### config.mk
export PLATFORM = sky130hd
export DESIGN_NAME = spi_slave_param
export DESIGN_NICKNAME = d
export VERILOG_FILES = /design/src/rtl/spi_slave_param.sv
export SDC_FILE = /design/constraint.sdc
export NUM_CORES = 1
export LEC_CHECK = 0
export CAP_MARGIN = 40
export CORE_MARGIN = 2
export CORE_UTILIZATION = 47
export DETAILED_ROUTE_END_ITERATION = 6
export PLACE_DENSITY = 0.77
export SLEW_MARGIN = 20
export SYNTH_ARGS = -nofsm -noshare
export SYNTH_HDL_FRONTEND = slang
export SYNTH_SLANG_ARGS = --single-unit
### constraint.sdc
create_clock -name clk -period 4.35 [get_ports clk]
set_input_delay 0.87 -clock clk [delete_from_list [all_inputs] [get_ports clk]]
set_output_delay 0.87 -clock clk [all_outputs]
set_load 0.01 [all_outputs]
### src/rtl/spi_slave_param.sv
// Parametrised SPI slave: all four CPOL/CPHA modes, configurable word width and bit order,
// multi-word frames, first-word-fall-through RX FIFO and a valid/ready TX word source.
module spi_slave_param #(
    parameter int DATA_W     = 8,
    parameter bit MSB_FIRST  = 1'b1,
    parameter int FIFO_DEPTH = 4
) (
    input  logic              clk,
    input  logic              rst_n,
    input  logic              cpol,
    input  logic              cpha,
    input  logic              sclk,
    input  logic              ss_n,
    input  logic              mosi,
    output logic              miso,
    output logic              miso_oe,
    input  logic [DATA_W-1:0] tx_data,
    input  logic              tx_valid,
    output logic              tx_ready,
    output logic              tx_underrun,
    output logic [DATA_W-1:0] rx_data,
    output logic              rx_valid,
    input  logic              rx_ready,
    output logic              rx_overflow,
    input  logic              ovf_clr,
    output logic              busy
);
    // Handshakes: a TX word is taken only at a load point (tx_ready pulses if tx_valid was high,
    // tx_underrun otherwise); an RX word leaves the FIFO on any cycle with rx_valid && rx_ready.
    localparam int CNT_W = $clog2(DATA_W);
    localparam int PTR_W = $clog2(FIFO_DEPTH);
    localparam logic [CNT_W-1:0] LAST_BIT = CNT_W'(DATA_W - 1);
    localparam logic [PTR_W:0]   FULL_CNT = (PTR_W + 1)'(FIFO_DEPTH);

    typedef enum logic {IDLE, ACTIVE} state_t;
    state_t state_q, state_d;

    logic [1:0]        sclk_sync, ss_sync, mosi_sync;
    logic              sclk_d, ss_d;
    logic              cpol_q, cpha_q;
    logic [CNT_W-1:0]  bit_cnt;
    logic [DATA_W-1:0] tx_sr, rx_sr, rx_next, tx_shifted, tx_word;
    logic              need_load, hold_first, push_req, frame_start;
    logic              ss_fall, ss_rise, sclk_rise, sclk_fall;
    logic              lead_edge, trail_edge, sample_edge, shift_edge;

    logic [DATA_W-1:0] mem [FIFO_DEPTH];
    logic [PTR_W-1:0]  wr_ptr, rd_ptr;
    logic [PTR_W:0]    fifo_cnt;
    logic              fifo_full, pop, wr_en;

    // Synchronisers reset low so a select held low across reset never looks like a new frame.
    always_ff @(posedge clk or negedge rst_n) begin
        if (!rst_n) begin
            sclk_sync <= '0;
            ss_sync   <= '0;
            mosi_sync <= '0;
            sclk_d    <= 1'b0;
            ss_d      <= 1'b0;
        end else begin
            sclk_sync <= {sclk_sync[0], sclk};
            ss_sync   <= {ss_sync[0], ss_n};
            mosi_sync <= {mosi_sync[0], mosi};
            sclk_d    <= sclk_sync[1];
            ss_d      <= ss_sync[1];
        end
    end

    assign ss_fall     = ss_d & ~ss_sync[1];
    assign ss_rise     = ~ss_d & ss_sync[1];
    assign sclk_rise   = ~sclk_d & sclk_sync[1];
    assign sclk_fall   = sclk_d & ~sclk_sync[1];
    assign lead_edge   = cpol_q ? sclk_fall : sclk_rise;
    assign trail_edge  = cpol_q ? sclk_rise : sclk_fall;
    assign sample_edge = busy & ~ss_rise & (cpha_q ? trail_edge : lead_edge);
    assign shift_edge  = busy & ~ss_rise & (cpha_q ? lead_edge : trail_edge);

    always_ff @(posedge clk or negedge rst_n) begin
        if (!rst_n) state_q <= IDLE;
        else        state_q <= state_d;
    end

    always_comb begin
        state_d     = state_q;
        frame_start = 1'b0;
        case (state_q)
            IDLE: begin
                if (ss_fall) begin
                    state_d     = ACTIVE;
                    frame_start = 1'b1;
                end
            end
            ACTIVE: begin
                if (ss_rise) state_d = IDLE;
            end
        endcase
    end

    assign busy       = (state_q == ACTIVE);
    assign miso_oe    = busy;
    assign miso       = busy & (MSB_FIRST ? tx_sr[DATA_W-1] : tx_sr[0]);
    assign rx_next    = MSB_FIRST ? {rx_sr[DATA_W-2:0], mosi_sync[1]} : {mosi_sync[1], rx_sr[DATA_W-1:1]};
    assign tx_shifted = MSB_FIRST ? {tx_sr[DATA_W-2:0], 1'b0} : {1'b0, tx_sr[DATA_W-1:1]};
    assign tx_word    = tx_valid ? tx_data : '0;

    // In cpha=1 the first leading edge only presents the already-loaded bit, so it must not shift.
    always_ff @(posedge clk or negedge rst_n) begin
        if (!rst_n) begin
            cpol_q      <= 1'b0;
            cpha_q      <= 1'b0;
            bit_cnt     <= '0;
            tx_sr       <= '0;
            rx_sr       <= '0;
            need_load   <= 1'b0;
            hold_first  <= 1'b0;
            push_req    <= 1'b0;
            tx_ready    <= 1'b0;
            tx_underrun <= 1'b0;
        end else begin
            push_req    <= 1'b0;
            tx_ready    <= 1'b0;
            tx_underrun <= 1'b0;
            if (frame_start) begin
                cpol_q      <= cpol;
                cpha_q      <= cpha;
                bit_cnt     <= '0;
                need_load   <= 1'b0;
                hold_first  <= cpha;
                tx_sr       <= tx_word;
                tx_ready    <= tx_valid;
                tx_underrun <= ~tx_valid;
            end else begin
                if (sample_edge) begin
                    rx_sr <= rx_next;
                    if (bit_cnt == LAST_BIT) begin
                        bit_cnt   <= '0;
                        need_load <= 1'b1;
                        push_req  <= 1'b1;
                    end else begin
                        bit_cnt <= bit_cnt + CNT_W'(1);
                    end
                end
                if (shift_edge) begin
                    if (need_load) begin
                        need_load   <= 1'b0;
                        tx_sr       <= tx_word;
                        tx_ready    <= tx_valid;
                        tx_underrun <= ~tx_valid;
                    end else if (hold_first) begin
                        hold_first <= 1'b0;
                    end else begin
                        tx_sr <= tx_shifted;
                    end
                end
            end
        end
    end

    // rx_sr still holds the completed word in the cycle after the final sample.
    assign fifo_full = (fifo_cnt == FULL_CNT);
    assign rx_valid  = (fifo_cnt != '0);
    assign pop       = rx_valid & rx_ready;
    assign wr_en     = push_req & (~fifo_full | pop);
    assign rx_data   = mem[rd_ptr];

    always_ff @(posedge clk or negedge rst_n) begin
        if (!rst_n) begin
            for (int i = 0; i < FIFO_DEPTH; i++) mem[i] <= '0;
            wr_ptr      <= '0;
            rd_ptr      <= '0;
            fifo_cnt    <= '0;
            rx_overflow <= 1'b0;
        end else begin
            if (wr_en) begin
                mem[wr_ptr] <= rx_sr;
                wr_ptr      <= wr_ptr + PTR_W'(1);
            end
            if (pop) rd_ptr <= rd_ptr + PTR_W'(1);
            case ({wr_en, pop})
                2'b10:   fifo_cnt <= fifo_cnt + (PTR_W + 1)'(1);
                2'b01:   fifo_cnt <= fifo_cnt - (PTR_W + 1)'(1);
                default: fifo_cnt <= fifo_cnt;
            endcase
            if (ovf_clr)                           rx_overflow <= 1'b0;
            else if (push_req & fifo_full & ~pop)  rx_overflow <= 1'b1;
        end
    end
endmodule
==> impl_metrics.json <==
{
  "diodes": 0,
  "layout-drive-gt1-share_pct": 29.41,
  "die_y_um": 87.55,
  "startpoint": "rd_ptr[0]",
  "wl_per_cell_um": 14.93,
  "clock_skew_ps": 7.662,
  "internal_power_uw": 1318,
  "grt_remaining_overflow": 0,
  "grt_pass1_wl_um": 9108,
  "powerDensity_mw_per_mm2": 468.4,
  "netlist_area_mm2": 0.003281,
  "grt_use_total_pct": 15.92,
  "via_count": 1851,
  "synth_top_family_by_area": "multiplexers",
  "clockBufferDepth": 2,
  "tns_ps": 0,
  "htree_num_levels": 3,
  "power.switching_uw": 511.3,
  "endpoint_kind": "output pin",
  "worstSetupPathType": "reg2out",
  "peakVddDrop_mv": 0.2493,
  "synth-simple-area-share_pct": 6.598,
  "cts.sink_count": 75,
  "vias_per_cell": 5.259,
  "finalWirelength_um": 5256,
  "drt-initial-drc-count": 108,
  "synth_fa_ha_area_share_pct": 3.280,
  "synthDistinctLibCells": 33,
  "synth_compound_area_share_pct": 2.937,
  "worst_slew_margin_rel_pct": 55.99,
  "maxCapViolations": 0,
  "ctsResizeCount": 0,
  "hold_slack_ps": 356.1,
  "synth_area_per_cell_um2": 14.33,
  "synth_top_area_share_pct": 57.21,
  "hold_buffers": 0,
  "clockPowerShare_pct": 30.0,
  "finalSetupViolCount": 0,
  "gp_congestion": 0.7229,
  "status": "complete, no violations",
  "start_util_pct": 48.56,
  "rsz0062_at_grt": "false",
  "drc": 0,
  "ys.warnings.count": 0,
  "cp_max_fo": 10,
  "muxShareOfSynthArea_pct": 25.17,
  "die_area_mm2": 0.007664,
  "ys_seq_area_share_pct": 57.21,
  "min_from": "ss_sync[0]",
  "dpl.hpwl_um": 3514,
  "synthXorXnorAreaFrac_pct": 2.098,
  "antenna_found_initial": 0,
  "core_mm2": 0.006756,
  "r2r_slack_ps": 2150,
  "syn_inst": 229,
  "p_seq_share_pct": 51.8,
  "pin_count": 33,
  "hold_violations": 0,
  "p_comb_share_pct": 18.1,
  "arrival_ps": 2170,
  "worst-endpoint-required_ps": 3480,
  "fin_nets": 293,
  "ys_ff_latch": 75,
  "synthTopCellsByArea": "dfrtp_1, mux2_2, mux4_2",
  "syn2layout_area_growth_pct": 19.07,
  "cts_root_buf": "clkbuf_8",
  "clk_latency_ps": 340,
  "grt_max_degree": 59,
  "startpoint_type": "flop",
  "postRouteAntennaNets": 0,
  "fin_crit_ps": 3039,
  "synth_area_leader_cell": "dfrtp_1",
  "cts_buffers": 9,
  "worst_pin_slew_ps": 658.8,
  "p_sw_share_pct": 27.95,
  "finalCritPeriodShare_pct": 69.86,
  "max_freq_ghz": 0.3291,
  "dp.cells": 336,
  "min_path_type": "reg2reg",
  "regToRegStartpoint": "fifo_cnt[1]",
  "die_w_um": 87.55,
  "layout.cells.non_filler": 352,
  "clk_pin_slew_worst_paths_ps": 70,
  "port_buffers": 32,
  "p_leak_uw": 0.001886,
  "grt_pass1_vias": 1922,
  "slew_violations": 0,
  "post_cts_buffers": 0,
  "rows": 30,
  "cts_tree": "built",
  "firstDrtPassIters": 3,
  "syn_nets": 255
}
## registers in the layout, summed over array words and instances (netlist names), 2 cells and up
register   cells
tx_sr          8
mosi_sync      2
rx_sr          8
wr_ptr         2
fifo_cnt       3
mem           32
ss_sync        2
sclk_sync      2
rd_ptr         2
bit_cnt        3
## through the flow
step | setup slack, ps | util, % | area [µm²] | total power (µW)
detailed placement | 1275 | 54.67 | 3694 | 1305
global route | 1161 | 57.81 | 3906 | 1951
global placement | 1348 | 54.26 | 3666 | 1281
finish | 1311 | 57.81 | 3906 | 1830
CTS | 1245 | 57.81 | 3906 | 1863
floorplan | 1848 | - | 3281 | 1182
## cells by family (layout without fill, tap and decap cells)
kind of cell	Yosys count	in the layout
AO/OA/AOI/OAI	11	11
XOR/XNOR	7	7
adder cells (fa/ha/maj)	8	8
buffers and inverters	21	64
flip-flops	75	75
multiplexers	67	67
AND/OR/NAND/NOR	40	40
## synth_stat cells
library cell  number
mux4_2             8
xor2_1             3
o21ai_0            2
or3_1              2
ha_1               7
dfrtp_1           75
xnor2_1            3
o21ba_2            1
o211ai_1           1
and2b_1            3
buf_2              2
o31ai_4            1
nand2_1           15
nor2_1             2
nor2b_1            2
o2bb2ai_1          1
and2_1             7
inv_1             15
nor4b_1            1
buf_4              2
xnor2_2            1
mux2_2            44
mux2i_1           15
nor2_2             2
nand2_2            4
a21oi_1            1
nor3b_1            2
fa_1               1
o21ai_2            1
o311ai_0           1
o41ai_1            1
buf_1              2
o31ai_1            1
## path summary, 6_finish.rpt
| check | endpoint | cells past startpoint |
|---|---|---|
| worst max-delay path | rx_data[3] | 2 |
| worst min-delay path | ss_sync[1] | 0 |
| worst max register to register | fifo_cnt[2] | 9 |
| worst min register to register | ss_sync[1] | 0 |
| max in group asynchronous | mem[27] | 2 |
| min in group asynchronous | mem[28] | 1 |
## area by class of cell
cell class                 instances  area (µm²)
fill                             576        2850
timing repair buffer              33       345.3
sequential                        75        1877
clock inverter                     4       47.55
multi-input combinational        133        1315
inverter                          15       56.30
tap                               80       100.1
clock buffer                      12       165.2
## cell usage in the layout (no fill, tap or decap), drive strengths merged, types with 2 or more instances in the layout
cell type	synthesis	routed
buf	6	2
nor3b	2	2
clkbuf	0	12
clkdlybuf4s50	0	31
and2b	3	3
mux4	8	8
and2	7	7
clkinv	0	2
ha	7	7
mux2	44	44
dfrtp	75	75
o21ai	3	3
mux2i	15	15
nor2b	2	2
xor2	3	3
nor2	4	4
nand2	19	19
o31ai	2	2
xnor2	4	4
inv	15	15
or3	2	2
## per-layer routing
layer,wire (µm),track usage [%],vias up
li1,-,-,870
met1,2293,18.71,932
met2,2638,27.27,38
met3,247,5.844,11
met4,76,5.035,0
met5,0,0,-
## power groups by stage
| stage | registers (µW) | logic, µW | clock network, µW |
|---|---|---|---|
| after floorplan | 890 | 292 | 0 |
| after global placement | 961 | 320 | 0 |
| after detailed placement | 966 | 339 | 0 |
| after CTS | 953 | 340 | 570 |
| after global routing | 979 | 372 | 601 |
| final | 949 | 331 | 550 |
## critical path, stage by stage, from the launching register on
cell and delay, ps:
dfrtp_1 740, mux4_2 600, clkdlybuf4s50_1 490
No activity file was read; power rests on OpenSTA's default activity.
